===== src/rtl/controle_memoria_instrucao.sv =====
`default_nettype none
// ============================================================================
//  Module   : controle_memoria_instrucao
//  Purpose  : Sequencer/arbiter for the single-port instruction memory.
//             Shares the memory port between the program loader (writes) and
//             CPU instruction fetch (reads, 3-cycle fixed latency). Fetch is
//             blocked once a HALT opcode has been delivered.
//  Revision : 1.0 - initial release
// ============================================================================
module controle_memoria_instrucao #(
   parameter int DEPTH  = 71,
   parameter int ADDR_W = 7,
   parameter int DATA_W = 32
) (
   input  logic              clock,
   input  logic              reset,
   input  logic              load_mode,
   input  logic              ld_valid,
   input  logic [ADDR_W-1:0] ld_addr,
   input  logic [DATA_W-1:0] ld_data,
   output logic              ld_ready,
   output logic              ld_err,
   output logic [ADDR_W-1:0] load_count,
   input  logic              fetch_req,
   input  logic [31:0]       fetch_addr,
   output logic              fetch_valid,
   output logic [DATA_W-1:0] fetch_instr,
   output logic              fetch_fault,
   output logic              halted,
   output logic [ADDR_W-1:0] mem_addr,
   output logic              mem_we,
   output logic [DATA_W-1:0] mem_wdata,
   input  logic [DATA_W-1:0] mem_rdata
);

   localparam logic [5:0]        c_halt_op  = 6'b111110;
   localparam logic [31:0]       c_depth_32 = 32'(DEPTH);
   localparam logic [ADDR_W-1:0] c_depth_a  = ADDR_W'(DEPTH);

   typedef enum logic [1:0] {
      S_IDLE = 2'd0,
      S_LOAD = 2'd1,
      S_RD   = 2'd2,
      S_CAP  = 2'd3
   } state_t;

   state_t            r_state;
   logic [31:0]       r_fetch_addr;
   logic [ADDR_W-1:0] r_load_count;
   logic              r_fetch_valid;
   logic [DATA_W-1:0] r_fetch_instr;
   logic              r_fetch_fault;
   logic              r_halted;

   logic w_ld_in_range;
   logic w_fetch_oob;
   logic w_rdata_halt;

   assign w_ld_in_range = (ld_addr < c_depth_a);
   // Any set bit above the memory range (including the top of the 32-bit PC) faults
   assign w_fetch_oob   = (r_fetch_addr >= c_depth_32);
   assign w_rdata_halt  = (mem_rdata[DATA_W-1 -: 6] == c_halt_op);

   assign load_count  = r_load_count;
   assign fetch_valid = r_fetch_valid;
   assign fetch_instr = r_fetch_instr;
   assign fetch_fault = r_fetch_fault;
   assign halted      = r_halted;

   // Memory port mux: loader writes pass straight through in LOAD, fetch address in RD
   always_comb begin
      ld_ready  = 1'b0;
      ld_err    = 1'b0;
      mem_we    = 1'b0;
      mem_addr  = '0;
      mem_wdata = '0;
      case (r_state)
         S_LOAD: begin
            ld_ready = load_mode;
            if (ld_valid && load_mode) begin
               if (w_ld_in_range) begin
                  mem_we    = 1'b1;
                  mem_addr  = ld_addr;
                  mem_wdata = ld_data;
               end else begin
                  ld_err = 1'b1;
               end
            end
         end
         S_RD: begin
            mem_addr = r_fetch_addr[ADDR_W-1:0];
         end
         default: begin
         end
      endcase
   end

   // Sequencer: arbitration in IDLE, write counting in LOAD, read/capture for fetch
   always_ff @(posedge clock) begin
      if (reset) begin
         r_state       <= S_IDLE;
         r_fetch_addr  <= '0;
         r_load_count  <= '0;
         r_fetch_valid <= 1'b0;
         r_fetch_instr <= '0;
         r_fetch_fault <= 1'b0;
         r_halted      <= 1'b0;
      end else begin
         r_fetch_valid <= 1'b0;
         r_fetch_fault <= 1'b0;
         case (r_state)
            S_IDLE: begin
               if (load_mode) begin
                  r_state      <= S_LOAD;
                  r_halted     <= 1'b0;
                  r_load_count <= '0;
               end else if (fetch_req && !r_halted) begin
                  r_state      <= S_RD;
                  r_fetch_addr <= fetch_addr;
               end
            end
            S_LOAD: begin
               // Only in-range writes reach the memory, so only those are counted
               if (mem_we && (r_load_count < c_depth_a)) begin
                  r_load_count <= r_load_count + ADDR_W'(1);
               end
               if (!load_mode) begin
                  r_state <= S_IDLE;
               end
            end
            S_RD: begin
               r_state <= S_CAP;
            end
            S_CAP: begin
               r_state       <= S_IDLE;
               r_fetch_valid <= 1'b1;
               if (w_fetch_oob) begin
                  r_fetch_instr <= '0;
                  r_fetch_fault <= 1'b1;
               end else begin
                  r_fetch_instr <= mem_rdata;
                  if (w_rdata_halt) begin
                     r_halted <= 1'b1;
                  end
               end
            end
            default: begin
               r_state <= S_IDLE;
            end
         endcase
      end
   end

endmodule
`default_nettype wire


===== config.mk =====
export PLATFORM = sky130hd
export DESIGN_NAME = controle_memoria_instrucao
export DESIGN_NICKNAME = d
export VERILOG_FILES = /design/src/rtl/controle_memoria_instrucao.sv
export SDC_FILE = /design/constraint.sdc
export NUM_CORES = 1
export LEC_CHECK = 0
export ABC_AREA = 1
export CORE_AREA = 2 2 94 96
export CTS_CLUSTER_SIZE = 28
export DETAILED_ROUTE_END_ITERATION = 16
export DIE_AREA = 0 0 96 98
export PLACE_DENSITY = 0.83
export RECOVER_POWER = 25
export SLEW_MARGIN = 20
export SYNTH_ARGS = -nofsm -noshare
export SYNTH_HDL_FRONTEND = slang
export SYNTH_SLANG_ARGS = --single-unit

===== constraint.sdc =====
create_clock -name clock -period 2.25 [get_ports clock]
set_input_delay 0.225 -clock clock [delete_from_list [all_inputs] [get_ports clock]]
set_output_delay 0.225 -clock clock [all_outputs]
set_load 0.005 [all_outputs]

==> results.tsv <==
metric	value	unit
die height	98	µm
Clk pin slew, worst setup/hold paths	0.07	ns
CTS H-tree depth	3	
dpl hpwl	8330	µm
DRT Pass-1 Iters	4	
num rows	34	
Worst Hold Depth	3	
#FFs+latches synth	76	
Int Pwr	2.53	mW
Routed WL	11300	µm
CP startpoint kind	flop	
pin count of the biggest net entering global routing	52	
Final setup viols	0	
DR vias	3944	
number of global-route vias before repair	3711	
first-pass GRT wire length	16900	µm
Crit Path Category	flop to output pin	
GPL Wtd Cong	0.794	
Final Non-Filler Cells	803	
syn_area_per_cell	6.86	µm²
area grow syn2layout	66.0	%
Mapped Area	0.00346	mm²
total gr overflow	0	
Final Hold Vio Count	0	
maximum VDD drop	421	µV
Iter 0 DRT Violations	147	
total inserted antenna cells	0	
final period utilization	94.9	%
dominant cell type by area after synthesis	dfxtp_1	
total track usage	22.8	%
share of flip-flops with an asynchronous set or reset	0	%
Worst Skew	0.00851	ns
PwrDens	639	mW/mm²
Die W	96	µm
area share of the largest cell type after synthesis	43.9	%
CP peak stage delay	0.34	ns
sequential power share	43.5	%
count of pins over their slew limit	0	
clk_lat worst skew	0.34	ns
Psw	1.14	mW
GRT Max-Usage Layer	met2	
P_leak	2.89	nW
Worst-Margin Slew	0.579	ns
Placed Cells	783	
Worst EP required	2.03	ns
Crit path max-delay family	buffers and inverters	
met1 GRT Util	23.8	%
Synth warnings	0	
top cells by area in the synthesized netlist	dfxtp_1 (44%), nor2_1 (12%), o21ai_0 (9.2%), a21oi_1 (7.8%), nand2_1 (7.6%)	
Period minus WS final	2.14	ns
IO Pins	192	
Nets	803	
critical path endpoint category	output pin	
Root Buffer	clkbuf_8	
Buf+Inv Stages, Crit Path	4	
crit-path most repeated cell	nor2_2	
post-route ant nets	0	
Syn Nets	618	
met2 Use GR	42.1	%
Hold WC Path Type	input pin to flop	
Worst EP arrival	1.91	ns
die area	0.00941	mm²
share of layout cells above drive strength 1	6.47	%
post-detailed-route wirelength per cell	14.1	µm
Slew headroom	61.4	%
CTS Buf Count	9	
switch share	31.0	%
hold slack final	0.434	ns
Netlist cell types	26	
number of vias per cell	4.91	
Max-Cap Viols	0	
fmax	0.468	GHz
core area	0.00847	mm²
CTS sink count	76	
clock power share	26.6	%
Synth Instances	505	
Initial Utilization	40.9	%
hold_buf cts	0	
status	complete, no violations	
CP cell instances	inv_2 -> ha_4 -> nand2_1 -> nor2_2 -> nand2_2 -> buf_4 -> buf_12 -> nor2_2 -> dlygate4sd2_1	
CTS tree	done	
Worst path depth	9	
buffer depth of the longest clock path	2	
unrepaired setup endpoints after global routing	false	
combinational share of power	29.9	%
Max FO, Critical Path	17	
Setup TNS	0	ns
DRC	0	
Post-synth EDFFs	0	
sequential area share after synthesis	43.9	%
M3 GR Usage	6.40	%
most common flop cell mapped by yosys	dfxtp_1	
PortBufs	191	
initial antenna violation count	0	
R2R cell count	10	
Max stage delay cell, worst path	dfxtp_2	
[per-stage QoR]
step	area [µm²]	power [mW]	util, %	worst slack (ns)
2_1_floorplan	3460	2.21	-	0.736
4_1_cts	5700	3.71	67.3	-0.0993
5_1_grt	5750	3.89	67.9	0.0342
3_5_place_dp	5460	2.72	64.5	-0.00953
6_report	5750	3.67	67.9	0.114
3_3_place_gp	5460	2.68	64.5	0.0340
[area by class of cell]
cell class              instances  area [µm²]
flip-flops and latches         76        1520
multi-input cells             342        1620
repair buffers                203        2070
inverters                      58         220
fillers                       693        2720
clock buffers                  14         143
well taps                     108         135
clock inverters                 2        35.0
[what timing repair did]
item                       4_1_cts  5_1_grt
cloned                           1        0
setup endpoints to repair       39       17
resized for setup               40       17
pin swaps                        2        1
buffers inserted                 1        2
[tightest hold or removal path, cell delays in order]
cell and delay [ns]:
clkdlybuf4s50_1 0.40, nand2_1 0.06, a21oi_1 0.05
[final timing paths]
kind,start,to,slack (ns)
max,r_state[1],mem_wdata[27],0.11
min,mem_rdata[13],fetch_instr[13],0.43
max reg2reg,r_state[1],load_count[1],0.40
min reg2reg,r_fetch_addr[18],r_fetch_addr[18],0.45
[power groups by stage]
stage / sequential [mW] / clock [mW] / combinational (mW)
finish: 1.60 / 0.975 / 1.10
global route: 1.61 / 1.05 / 1.23
CTS: 1.60 / 0.994 / 1.12
detailed placement: 1.62 / 0 / 1.10
global placement: 1.61 / 0 / 1.07
floorplan: 1.61 / 0 / 0.602
[cell usage after synthesis, types with 2 or more instances]
cell,n
nand2_1,70
o21ai_1,2
nand2_2,2
inv_1,54
buf_1,6
clkbuf_1,13
o21ai_0,64
buf_6,2
inv_2,4
a21oi_1,54
nand4_1,3
ha_1,5
buf_2,5
xor2_1,3
nand3_1,15
nor3_1,8
nor2_1,109
buf_4,3
dfxtp_1,76
[routing by layer]
metal | up-vias | share of wire (%)
met1 | 1806 | 39
met5 | - | 0
met3 | 16 | 8.8
met4 | 0 | 1.5
met2 | 147 | 50
li1 | 1975 | -
[logic make-up after synthesis]
group                    Yosys count  share of synthesized area [%]
buffers and inverters             87                           10.4
AO/OA/AOI/OAI                    123                           18.3
AND/OR/NAND/NOR                  211                           24.8
adder cells (fa/ha/maj)            5                           1.81
flip-flops                        76                           43.9
XOR/XNOR                           3                          0.759
[state kept, by name, summed over array words and instances (netlist names)]
register	flops
r_fetch_addr	32
r_state	2
halted	1
fetch_fault	1
fetch_valid	1
load_count	7
fetch_instr	32
[placed cells by master (no fill, tap or decap), drive strengths merged, types with 16 or more instances in the layout]
cell type and n:
dlygate4sd3 37, dfxtp 76, a21oi 55, nor2 111, inv 58, clkdlybuf4s50 115
nand2 72, dlymetal6s2s 16, dlygate4sd2 23, o21ai 67
Power figures use the tool's default switching activity.
==> variant: new RTL, same flow settings <==
Make the reset (`reset`) asynchronous in one clocked block.
--- a/src/rtl/controle_memoria_instrucao.sv
+++ b/src/rtl/controle_memoria_instrucao.sv
@@ -96,7 +96,7 @@
    end
 
    // Sequencer: arbitration in IDLE, write counting in LOAD, read/capture for fetch
-   always_ff @(posedge clock) begin
+   always_ff @(posedge clock or posedge reset) begin
       if (reset) begin
          r_state       <= S_IDLE;
          r_fetch_addr  <= '0;
Function: differs if reset is asserted again (counterexample within 4 cycles, from zero or initial values and one cycle with reset high); with reset held inactive, the same outputs for 10 cycles.
==> variant against the original RTL <==
  * Total power increased by 27%
  * Utilization up 5.2 points
  * Wire length fell by 3.4%
  * Design area rose by 7.6%
  * Worst setup slack worse by 0.060 ns
  * Synthesized area is 8.7% higher
  * Via count fell by 7.7%
  * Sequential cell count did not move
  * Critical path type unchanged
  * Largest cell class unchanged
  * Largest power group unchanged
==> variant: results <==
{
  "via_count": 3641,
  "setup.reg_to_reg.worst_slack_ns": 0.35,
  "timing.critical_path.slowest_cell_delay_ns": 0.39,
  "detailedPlacementHpwl_um": 7930,
  "first_pass_iters": 5,
  "cell_types_with_the_highest_counts_after_synthesis": "nand2_1 (123), dfrtp_1 (76), nor2_1 (66)",
  "worstRegToRegCells": 11,
  "routedWlPerCell_um": 14.3,
  "lkg_pwr_nw": 3.38,
  "ys_seq_area_share_pct": 50.5,
  "timing_worst_slew_pin_value_ns": 1.47,
  "result_of_the_run": "complete, no violations",
  "groute.usage.overall_pct": 21.9,
  "synthCells": 450,
  "max-vdd-ir-drop_mv": 0.583,
  "timing.critical_path.arrival_ns": 1.97,
  "wire_length_of_the_first_global_routing_pass_um": 16200,
  "hold_violations": 0,
  "num-nets-final": 764,
  "synthTopCellsByArea": "dfrtp_1 (51%), nand2_1 (12%), nor2_1 (6.6%)",
  "worst_path_max_delay_cell": "dfrtp_1",
  "critical_path.max_fanout": 4,
  "cts.reportedPaths.clkPinSlew_ns": 0.09,
  "placement.cell_area_sq_um": 5800,
  "first_iter_violations": 198,
  "dp_cells": 738,
  "syn-num-nets": 563,
  "globalplace.congestion": 0.876,
  "synthArstFlopShare_pct": 100,
  "grt_start_max_net_pins": 40,
  "synthDistinctLibCells": 24,
  "drive_gt1_share_pct": 12.5,
  "timing.critical_path.from": "r_state[1]",
  "worst_r2r_endpoint": "load_count[5]",
  "number_of_antenna_violations_at_the_first_check_in_global_routing": 0
}
==> variant: worst min-delay path: cells and delay by family <==
| family | cells | cell delay (ns) |
|---|---|---|
| buffers and inverters | 1 | 0.39 |
| AO/OA/AOI/OAI | 1 | 0.06 |
| AND/OR/NAND/NOR | 1 | 0.07 |
==> variant: layer usage <==
layer | part of all wire (%) | GRT usage [%]
met5 | 0 | 0
met4 | 1.9 | 8.13
met3 | 8.2 | 3.94
met2 | 53 | 40.8
met1 | 37 | 24.1
==> variant: final cells by class <==
cell class / count / area (sq um)
tap: 108 / 135
clock inverter: 5 / 58.8
clock buffer: 11 / 151
inverter: 58 / 220
timing repair buffer: 207 / 2140
sequential: 76 / 1900
fill: 627 / 2280
multi-input combinational: 298 / 1570
timing repair inverter: 1 / 7.51
==> variant: worst min path at each step <==
| stage | depth (start not counted) | to | start | slack, ns |
|---|---|---|---|---|
| detailed placement | 2 | fetch_instr[6] | fetch_instr[6] | 0.47 |
| floorplan | 2 | fetch_instr[10] | mem_rdata[10] | 0.37 |
| global placement | 2 | fetch_instr[31] | fetch_instr[31] | 0.46 |
| finish | 3 | fetch_instr[25] | mem_rdata[25] | 0.43 |
| global route | 3 | fetch_instr[24] | mem_rdata[24] | 0.43 |
| CTS | 2 | fetch_instr[18] | reset | 0.28 |
==> variant: stage by stage <==
stage | util (%) | power [mW] | setup TNS (ns) | hold WS, ns | worst slack, ns
after floorplan | - | 2.87 | 0 | 0.370 | 0.0867
after global placement | 68.5 | 3.48 | 0 | 0.464 | 0.103
after detailed placement | 68.5 | 3.56 | 0 | 0.468 | 0.0277
after CTS | 71.2 | 4.66 | -2.49 | 0.281 | -0.129
after global routing | 73.1 | 4.95 | -0.125 | 0.432 | -0.125
final | 73.1 | 4.65 | 0 | 0.432 | 0.0533
==> variant: cells by family (layout without fill, tap and decap cells) <==
kind of cell | after synthesis | after routing | share of synthesized area, %
simple gates | 213 | 213 | 22.5
flops | 76 | 76 | 50.5
buf+inv | 76 | 282 | 8.61
compound gates | 53 | 53 | 7.94
mux | 26 | 26 | 8.57
fa+ha+maj | 5 | 5 | 1.66
xor+xnor | 1 | 1 | 0.233
==> variant: repair_timing <==
action | in CTS | in global routing
pin swaps | 0 | 0
gates cloned | 0 | 2
setup buffers | 2 | 6
gates resized for setup | 14 | 44
setup endpoints to repair | 40 | 32
==> variant: where the power goes <==
group          internal (mW)  switching (mW)  leakage (nW)
clock                  0.575           0.513         0.102
combinational          0.841           0.826          2.30
sequential              1.70           0.190         0.983
